**src/rtl/sram_bus_arbiter.sv**
```systemverilog
// sram_bus_arbiter
// Two-master / one-slave arbiter for an SRAM-like req / addr_ok / data_ok bus.
// One transaction is outstanding at a time. The data side has fixed priority,
// but after STARVE_LIMIT consecutive data grants with an instruction fetch
// waiting, the instruction side is granted once.
//
// Ports:
//   clk, rst                      clock, synchronous active-low reset
//   inst_req/wr/size/addr/wdata   instruction-side request fields (in)
//   inst_rdata                    broadcast read data (out)
//   inst_addr_ok, inst_data_ok    instruction-side handshake strobes (out)
//   data_req/wr/size/addr/wdata   data-side request fields (in)
//   data_rdata                    broadcast read data (out)
//   data_addr_ok, data_data_ok    data-side handshake strobes (out)
//   mem_req/wr/size/addr/wdata    memory-side request fields (out)
//   mem_rdata                     memory-side read data (in)
//   mem_addr_ok, mem_data_ok      memory-side handshake strobes (in)
module sram_bus_arbiter #(
  parameter int STARVE_LIMIT = 4
) (
  input  logic        clk,
  input  logic        rst,
  input  logic        inst_req,
  input  logic        inst_wr,
  input  logic [1:0]  inst_size,
  input  logic [31:0] inst_addr,
  input  logic [31:0] inst_wdata,
  output logic [31:0] inst_rdata,
  output logic        inst_addr_ok,
  output logic        inst_data_ok,
  input  logic        data_req,
  input  logic        data_wr,
  input  logic [1:0]  data_size,
  input  logic [31:0] data_addr,
  input  logic [31:0] data_wdata,
  output logic [31:0] data_rdata,
  output logic        data_addr_ok,
  output logic        data_data_ok,
  output logic        mem_req,
  output logic        mem_wr,
  output logic [1:0]  mem_size,
  output logic [31:0] mem_addr,
  output logic [31:0] mem_wdata,
  input  logic [31:0] mem_rdata,
  input  logic        mem_addr_ok,
  input  logic        mem_data_ok
);

  typedef enum logic [1:0] {IDLE, ADDR, DATA} state_t;

  localparam logic [3:0] LIMIT = 4'(STARVE_LIMIT);

  state_t     state, state_nxt;
  logic       own, own_nxt;    // 0 = inst, 1 = data
  logic [3:0] sc, sc_nxt;
  logic       sel;             // grant choice while IDLE
  logic       cur;             // master currently driving the memory side
  logic       cur_req;
  logic       accept;
  logic       dok;

  // Grant selection and request mux
  always_comb begin
    sel = data_req;
    if (inst_req && data_req) sel = (sc != LIMIT);
    cur     = (state == IDLE) ? sel : own;
    cur_req = cur ? data_req : inst_req;

    mem_req = 1'b0;
    if (rst) begin
      case (state)
        IDLE:    mem_req = inst_req | data_req;
        ADDR:    mem_req = cur_req;
        default: mem_req = 1'b0;
      endcase
    end

    mem_wr    = cur ? data_wr    : inst_wr;
    mem_size  = cur ? data_size  : inst_size;
    mem_addr  = cur ? data_addr  : inst_addr;
    mem_wdata = cur ? data_wdata : inst_wdata;

    // mem_req is already 0 in DATA and in reset, so accept needs no state term
    accept       = mem_req & mem_addr_ok;
    inst_addr_ok = accept & ~cur;
    data_addr_ok = accept &  cur;

    // data_ok only counts in DATA; strobes elsewhere are spurious
    dok          = rst & (state == DATA) & mem_data_ok;
    inst_data_ok = dok & ~own;
    data_data_ok = dok &  own;
  end

  assign inst_rdata = mem_rdata;
  assign data_rdata = mem_rdata;

  // Next-state, ownership and starvation counter
  always_comb begin
    state_nxt = state;
    own_nxt   = own;
    sc_nxt    = sc;

    case (state)
      IDLE: begin
        if (mem_req) begin
          own_nxt   = sel;
          state_nxt = mem_addr_ok ? DATA : ADDR;
        end
      end
      ADDR: begin
        // Owner withdrew its request: abandon without a transaction
        if (!cur_req)         state_nxt = IDLE;
        else if (mem_addr_ok) state_nxt = DATA;
      end
      DATA: begin
        if (mem_data_ok) state_nxt = IDLE;
      end
      default: state_nxt = IDLE;
    endcase

    if (state == IDLE && !inst_req) sc_nxt = 4'd0;
    if (accept) begin
      if (!cur)                        sc_nxt = 4'd0;
      else if (inst_req && sc < LIMIT) sc_nxt = sc + 4'd1;
    end
  end

  always_ff @(posedge clk) begin
    if (!rst) begin
      state <= IDLE;
      own   <= 1'b0;
      sc    <= 4'd0;
    end else begin
      state <= state_nxt;
      own   <= own_nxt;
      sc    <= sc_nxt;
    end
  end

endmodule

```
**config.mk**
```make
export PLATFORM = sky130hd
export DESIGN_NAME = sram_bus_arbiter
export DESIGN_NICKNAME = d
export VERILOG_FILES = /design/src/rtl/sram_bus_arbiter.sv
export SDC_FILE = /design/constraint.sdc
export NUM_CORES = 1
export LEC_CHECK = 0
export BUFFER_PORTS_ARGS = -buffer_cell sky130_fd_sc_hd__clkbuf_2
export CORE_AREA = 8 8 113 115
export CTS_BUF_LIST = sky130_fd_sc_hd__clkbuf_16
export DETAILED_ROUTE_END_ITERATION = 8
export DIE_AREA = 0 0 121 123
export PLACE_DENSITY = 0.55
export SYNTH_ARGS = -nofsm -noshare
export SYNTH_HDL_FRONTEND = slang
export SYNTH_SLANG_ARGS = --single-unit
```
**constraint.sdc**
```tcl
create_clock -name clk -period 2.16 [get_ports clk]
set_input_delay 0.432 -clock clk [delete_from_list [all_inputs] [get_ports clk]]
set_output_delay 0.432 -clock clk [all_outputs]
set_load 0.02 [all_outputs]
```
==> key figures, run 1 <==
Run status
  – Outcome: finished with violations
  – Failing checks: negative setup slack

Cells and area
  – Non-Filler Instances: 504
  – Commonest non-fill, non-tap cell in the layout: clkbuf_2
  – Most frequent cells in the layout: 175 x clkbuf_2, 48 x mux2_2, 24 x buf_6
  – Layout filler cell count: 1174
  – Synth-to-layout area growth: 76.59%
  – Final nets: 536
  – Share of layout cells above drive strength 1: 0.8698
  – Core Util, Final: 0.2821
  – Ant diodes: 0

Power and ir drop
  – Clk network pwr share: 0.214
  – Max IR drop VDD: 0.0003435 V
  – Leak Pwr: 0.001671 uW
  – Seq pwr share: 0.095
  – Power Density: 473.9 nW/um^2
  – Logic pwr share: 0.691
  – Switching part of the total: 0.3768
  – Internal power: 922.7 uW
  – Net Switching: 558.0 uW

Route
  – Final WL: 8596 um
  – Drt wl/cell: 17.06 um
  – Drt drc: 0
  – Antenna Nets Post-Route: 0
  – Routed vias/inst: 4.016
  – Drt first pass iters: 4
  – Initial DRC count: 46
  – Routed vias: 2024

Die
  – Core footprint: 11080 um^2
  – # rows: 39
  – Initial core utilization: 0.1597
  – Chip width: 121 um
  – # IOs: 308
  – Die area: 14880 um^2
  – Die Ht: 123 um

GRT
  – Vias in the first global route: 2254
  – First-pass GRT wire length: 10410 um
  – Initial antenna violation count: 0
  – Largest net degree at the start of global routing: 39
  – Overall fraction of global-route tracks in use: 0.08328
  – GR Overflow Total: 0

STA
  – Crit path time final: 2448 ps
  – Hold Vio Cnt, Final: 0
  – Setup ws final: -288.3 ps
  – RSZ-0062 raised after global routing: true
  – Fmax: 408.4 MHz
  – Setup TNS: -16260 ps
  – Relative slew margins: 0.6939
  – Max-slew violations: 0
  – Final Hold Slack: 502.4 ps
  – Actual slew at the worst max-slew pin: 456.4 ps
  – Tcrit/Tclk final: 1.133
  – Worst clock skew: 0.2275 ps
  – Setup violators final: 69

Critical path
  – CP max FO: 9
  – Setup crit start kind: flop
  – Arrival @ worst endpoint: 2020 ps
  – Req. time, crit path: 1730 ps
  – Critical path type: reg -> out
  – Endpoint type of the worst setup path: output pin
  – FF-to-FF setup slack: 310 ps

Synth
  – Post-Syn Area: 1769 um^2
  – Ys async rst share: 0
  – Yosys top cell area share: 0.4264
  – Post-Syn Instances: 196
  – Yosys warns: 0
  – Syn Area/Cell: 9.027 um^2
  – Post-synth cell types: 36
  – Synth Net Count: 370
  – Dominant synthesized flop cell: dfxtp_1
  – Seq cells post-synth: 7
  – Top cells by area, synth: mux2_2 43%, buf_4 31%, dfxtp_1 7.9%, nor2_1 1.5%, ha_1 1.4%
  – Seq/Total Area, Yosys: 0.07921
  – Post-synth EDFFs: 0
  – Leading area contributor after synthesis: mux2_2

Placed design
  – Cell count after placement: 486
  – GP Congestion: 0.7753
  – HPWL after DPL: 6519 um
  – Place WS: -51.44 ps
  – Port bufs: 211

CTS
  – Worst-skew pair later-pin latency: 230 ps
  – Clock sink count: 7
  – CTS tree: yes
  – CTS Buf Count: 3
  – Clock Path Buffers: 2
  – H-tree levels: 1
  – CTS clk-pin slew, worst paths: 40 ps
  – Root buffer selected by CTS: clkbuf_16

Worst hold path
  – Worst min path class: reg -> reg

Job
  – Max Cap Viol: 0
power by group through the flow:
stage / Clock [uW] / Sequential [uW] / Combinational [uW]
2_1_floorplan: 0 / 142 / 653
3_3_place_gp: 0 / 142 / 777
3_5_place_dp: 0 / 142 / 787
4_1_cts: 325 / 140 / 793
5_1_grt: 332 / 141 / 1090
6_report: 317 / 141 / 1020
registers in the layout, indices dropped and copies added, names as in the netlist:
signal,cells
own,1
state,2
sc,4
what timing repair did:
action                                  CTS  global route
setup buffers                             0             6
hold buffers                              0             0
gates cloned                              0             8
pin swaps                                 0             2
endpoints found under the setup margin   69            69
gates resized for setup                   2           113
final cells by class:
| type | count | area [um^2] | area share |
|---|---|---|---|
| Sequential cell | 7 | 142.6 | 0.04565 |
| Multi-Input combinational cell | 111 | 1159 | 0.3708 |
| Clock inverter | 1 | 3.754 | 0.001201 |
| Timing Repair Buffer | 234 | 1546 | 0.4950 |
| Inverter | 5 | 18.77 | 0.006007 |
| Tap cell | 143 | 178.9 | 0.05727 |
| Clock buffer | 3 | 75.07 | 0.02403 |
critical path, cell delays in order (launching register included):
cell       delay, ps
dfxtp_2          310
inv_2             60
ha_4             130
nand4b_1         140
a31oi_4          220
buf_6            160
buf_6            120
clkbuf_16        150
mux2_2           330
clkbuf_2         160
path summary, 6_finish.rpt:
path	start	end	cells past startpoint
min	sc[3]	sc[3]	1
min reg2reg	sc[3]	sc[3]	1
max	sc[1]	mem_wdata[24]	9
max reg2reg	sc[1]	own	8
stage by stage:
| step | instance area, um^2 | total power [uW] |
|---|---|---|
| floorplan | 1769 | 795.3 |
| global placement | 2552 | 919.2 |
| detailed placement | 2552 | 929.4 |
| CTS | 2643 | 1258 |
| global route | 3124 | 1561 |
| finish | 3124 | 1481 |
routing by layer:
| metal | wire length [um] | part of all wire | vias up | GRT usage |
|---|---|---|---|---|
| met1 | 2833 | 0.33 | 908 | 0.07562 |
| met5 | 0 | 0 | - | 0 |
| met4 | 220 | 0.026 | 0 | 0.03435 |
| met2 | 4630 | 0.54 | 124 | 0.1572 |
| li1 | - | - | 962 | - |
| met3 | 913 | 0.11 | 30 | 0.03881 |
cell usage after synthesis (all sizes together), types with 2 or more instances:
| library cell | n |
|---|---|
| nand3 | 2 |
| dfxtp | 7 |
| nor2 | 7 |
| nor4 | 2 |
| a21oi | 3 |
| nand2b | 2 |
| buf | 72 |
| mux2 | 67 |
| o31ai | 2 |
| ha | 2 |
| nand2 | 2 |
| inv | 5 |
logic make-up (layout without fill, tap and decap cells):
logic type,Yosys count,after routing,share of synthesized area
AOI/OAI and AO/OA,18,18,0.08416
muxes,67,67,0.4264
adders and majority gates,2,2,0.01414
and+or+nand+nor,24,24,0.07781
buffers and inverters,78,243,0.3182
DFF,7,7,0.07921
Note: power is estimated with default switching activity, not from simulation.
==> run 2, diff against run 1 <==
Clock period 2.16 ns to 2.5 ns, I/O delays scaled along.
==> key figures, run 2 (synthesized netlist as in run 1, its figures left out) <==
Critical path
  – Reg2Reg Depth: 8
  – Setup crit start kind: flop
  – Critical path type: reg -> out
  – R2R Path Start: sc[0]
  – FF-to-FF setup slack: 760 ps
  – CP max FO: 38
  – Reg-to-reg endpoint: sc[1]
  – Arrival @ worst endpoint: 1960 ps
  – Req. time, crit path: 2000 ps
  – Endpoint type of the worst setup path: output pin

Cells and area
  – Largest Register: sc
  – Non-Filler Instances: 486
  – Biggest registers after layout: sc (4), state (2), own (1)
  – Largest register FFs: 4
  – Fin area: 2615 um^2
  – Ant diodes: 0
  – Commonest non-fill, non-tap cell in the layout: clkbuf_2
  – Share of layout cells above drive strength 1: 0.8542
  – Most frequent cells in the layout: 162 x clkbuf_2, 67 x mux2_2, 48 x buf_2
  – Core Util, Final: 0.2361
  – Layout filler cell count: 1208
  – Synth-to-layout area growth: 47.81%
  – Final nets: 518

Job
  – Max Cap Viol: 0

Die
  – # IOs: 308
  – Die area: 14880 um^2
  – Die Ht: 123 um
  – Core footprint: 11080 um^2
  – Chip width: 121 um
  – Initial core utilization: 0.1597
  – # rows: 39

CTS
  – Clock sink count: 7
  – CTS Buf Count: 3
  – CTS clk-pin slew, worst paths: 40 ps
  – Worst-skew pair later-pin latency: 230 ps
  – CTS tree: yes
  – Clock Path Buffers: 2
  – H-tree levels: 1
  – Root buffer selected by CTS: clkbuf_16

Route
  – Initial DRC count: 43
  – Drt wl/cell: 14.57 um
  – Routed vias: 1942
  – Routed vias/inst: 3.996
  – Drt first pass iters: 4
  – Drt drc: 0
  – Final WL: 7080 um
  – Antenna Nets Post-Route: 0

Placed design
  – Port bufs: 211
  – GP Congestion: 0.7836
  – Place WS: 176.0 ps
  – HPWL after DPL: 6471 um
  – Cell count after placement: 481
  – Area after DPL: 2515 um^2

STA
  – Final Hold Slack: 510.1 ps
  – Relative slew margins: 0.6837
  – Fmax: 405.9 MHz
  – Setup ws final: 36.62 ps
  – Max-slew violations: 0
  – Setup violators final: 0
  – Worst clock skew: 0.9977 ps
  – Hold Vio Cnt, Final: 0
  – Actual slew at the worst max-slew pin: 471.6 ps
  – RSZ-0062 raised after global routing: true
  – Crit path time final: 2463 ps
  – Tcrit/Tclk final: 0.9854

GRT
  – Largest net degree at the start of global routing: 39
  – GR Overflow Total: 0
  – Initial antenna violation count: 0
  – First-pass GRT wire length: 10900 um
  – Vias in the first global route: 2316
  – Overall fraction of global-route tracks in use: 0.08653

Power and ir drop
  – Leak Pwr: 0.001381 uW
  – Max IR drop VDD: 0.0004594 V
  – Power Density: 405.7 nW/um^2

Worst hold path
  – Hold Path Sink: sc[3]
  – Worst min path class: reg -> reg
  – Hold path depth: 1
  – Hold Startpoint: sc[3]

Run status
  – Outcome: complete, no violations
[run 2: cell count changes in the layout (fill, tap and decap cells not counted), sizes merged]
cell and delta:
clkbuf -20, buf +2
[run 2: where the power goes]
group	total (uW)	internal [uW]	switching, uW
sequential	124	117	6.89
clock	270	208	61.9
combinational	667	317	350
total	1060	642	419
[run 2: critical path, cell delays in order, from the launching register on]
cell	delay, ps
dfxtp_2	330
inv_1	60
ha_1	140
nand4b_1	130
a31oi_4	260
buf_12	250
mux2_2	370
buf_2	160
[run 2: how the worst max path moves through the flow]
stage | slack (ps) | to | start | depth (start not counted)
after CTS | 6 | mem_wdata[17] | sc[0] | 7
after detailed placement | 180 | mem_size[1] | inst_req | 6
after global placement | 200 | mem_size[1] | inst_req | 6
final | 40 | mem_wdata[6] | sc[0] | 7
after global routing | -60 | mem_wdata[6] | sc[0] | 7
after floorplan | 330 | mem_addr[0] | inst_req | 5
[run 2: layer usage]
metal / wire, um / vias up / track usage
li1: - / 926 / -
met1: 2286 / 869 / 0.08148
met2: 3813 / 117 / 0.1634
met3: 773 / 30 / 0.03653
met4: 208 / 0 / 0.03357
met5: 0 / - / 0
[run 2: metrics by stage]
stage	total power, uW	TNS, ps
2_1_floorplan	687.1	0
3_3_place_gp	789.7	0
3_5_place_dp	800.4	0
4_1_cts	1078	0
5_1_grt	1131	-2218
6_report	1061	0
[run 2: cell type report]
cell class	instances	area (um^2)	area share
well taps	143	178.9	0.06842
multi-input cells	111	1075	0.4110
clock buffers	3	75.07	0.02871
clock inverters	1	3.754	0.001435
repair buffers	216	1121	0.4287
inverters	5	18.77	0.007177
flip-flops and latches	7	142.6	0.05455
[run 2: what timing repair did]
item,CTS,global route
setup endpoints to repair,1,68
buffers inserted,0,1
hold buffers,0,0
resized for setup,1,52
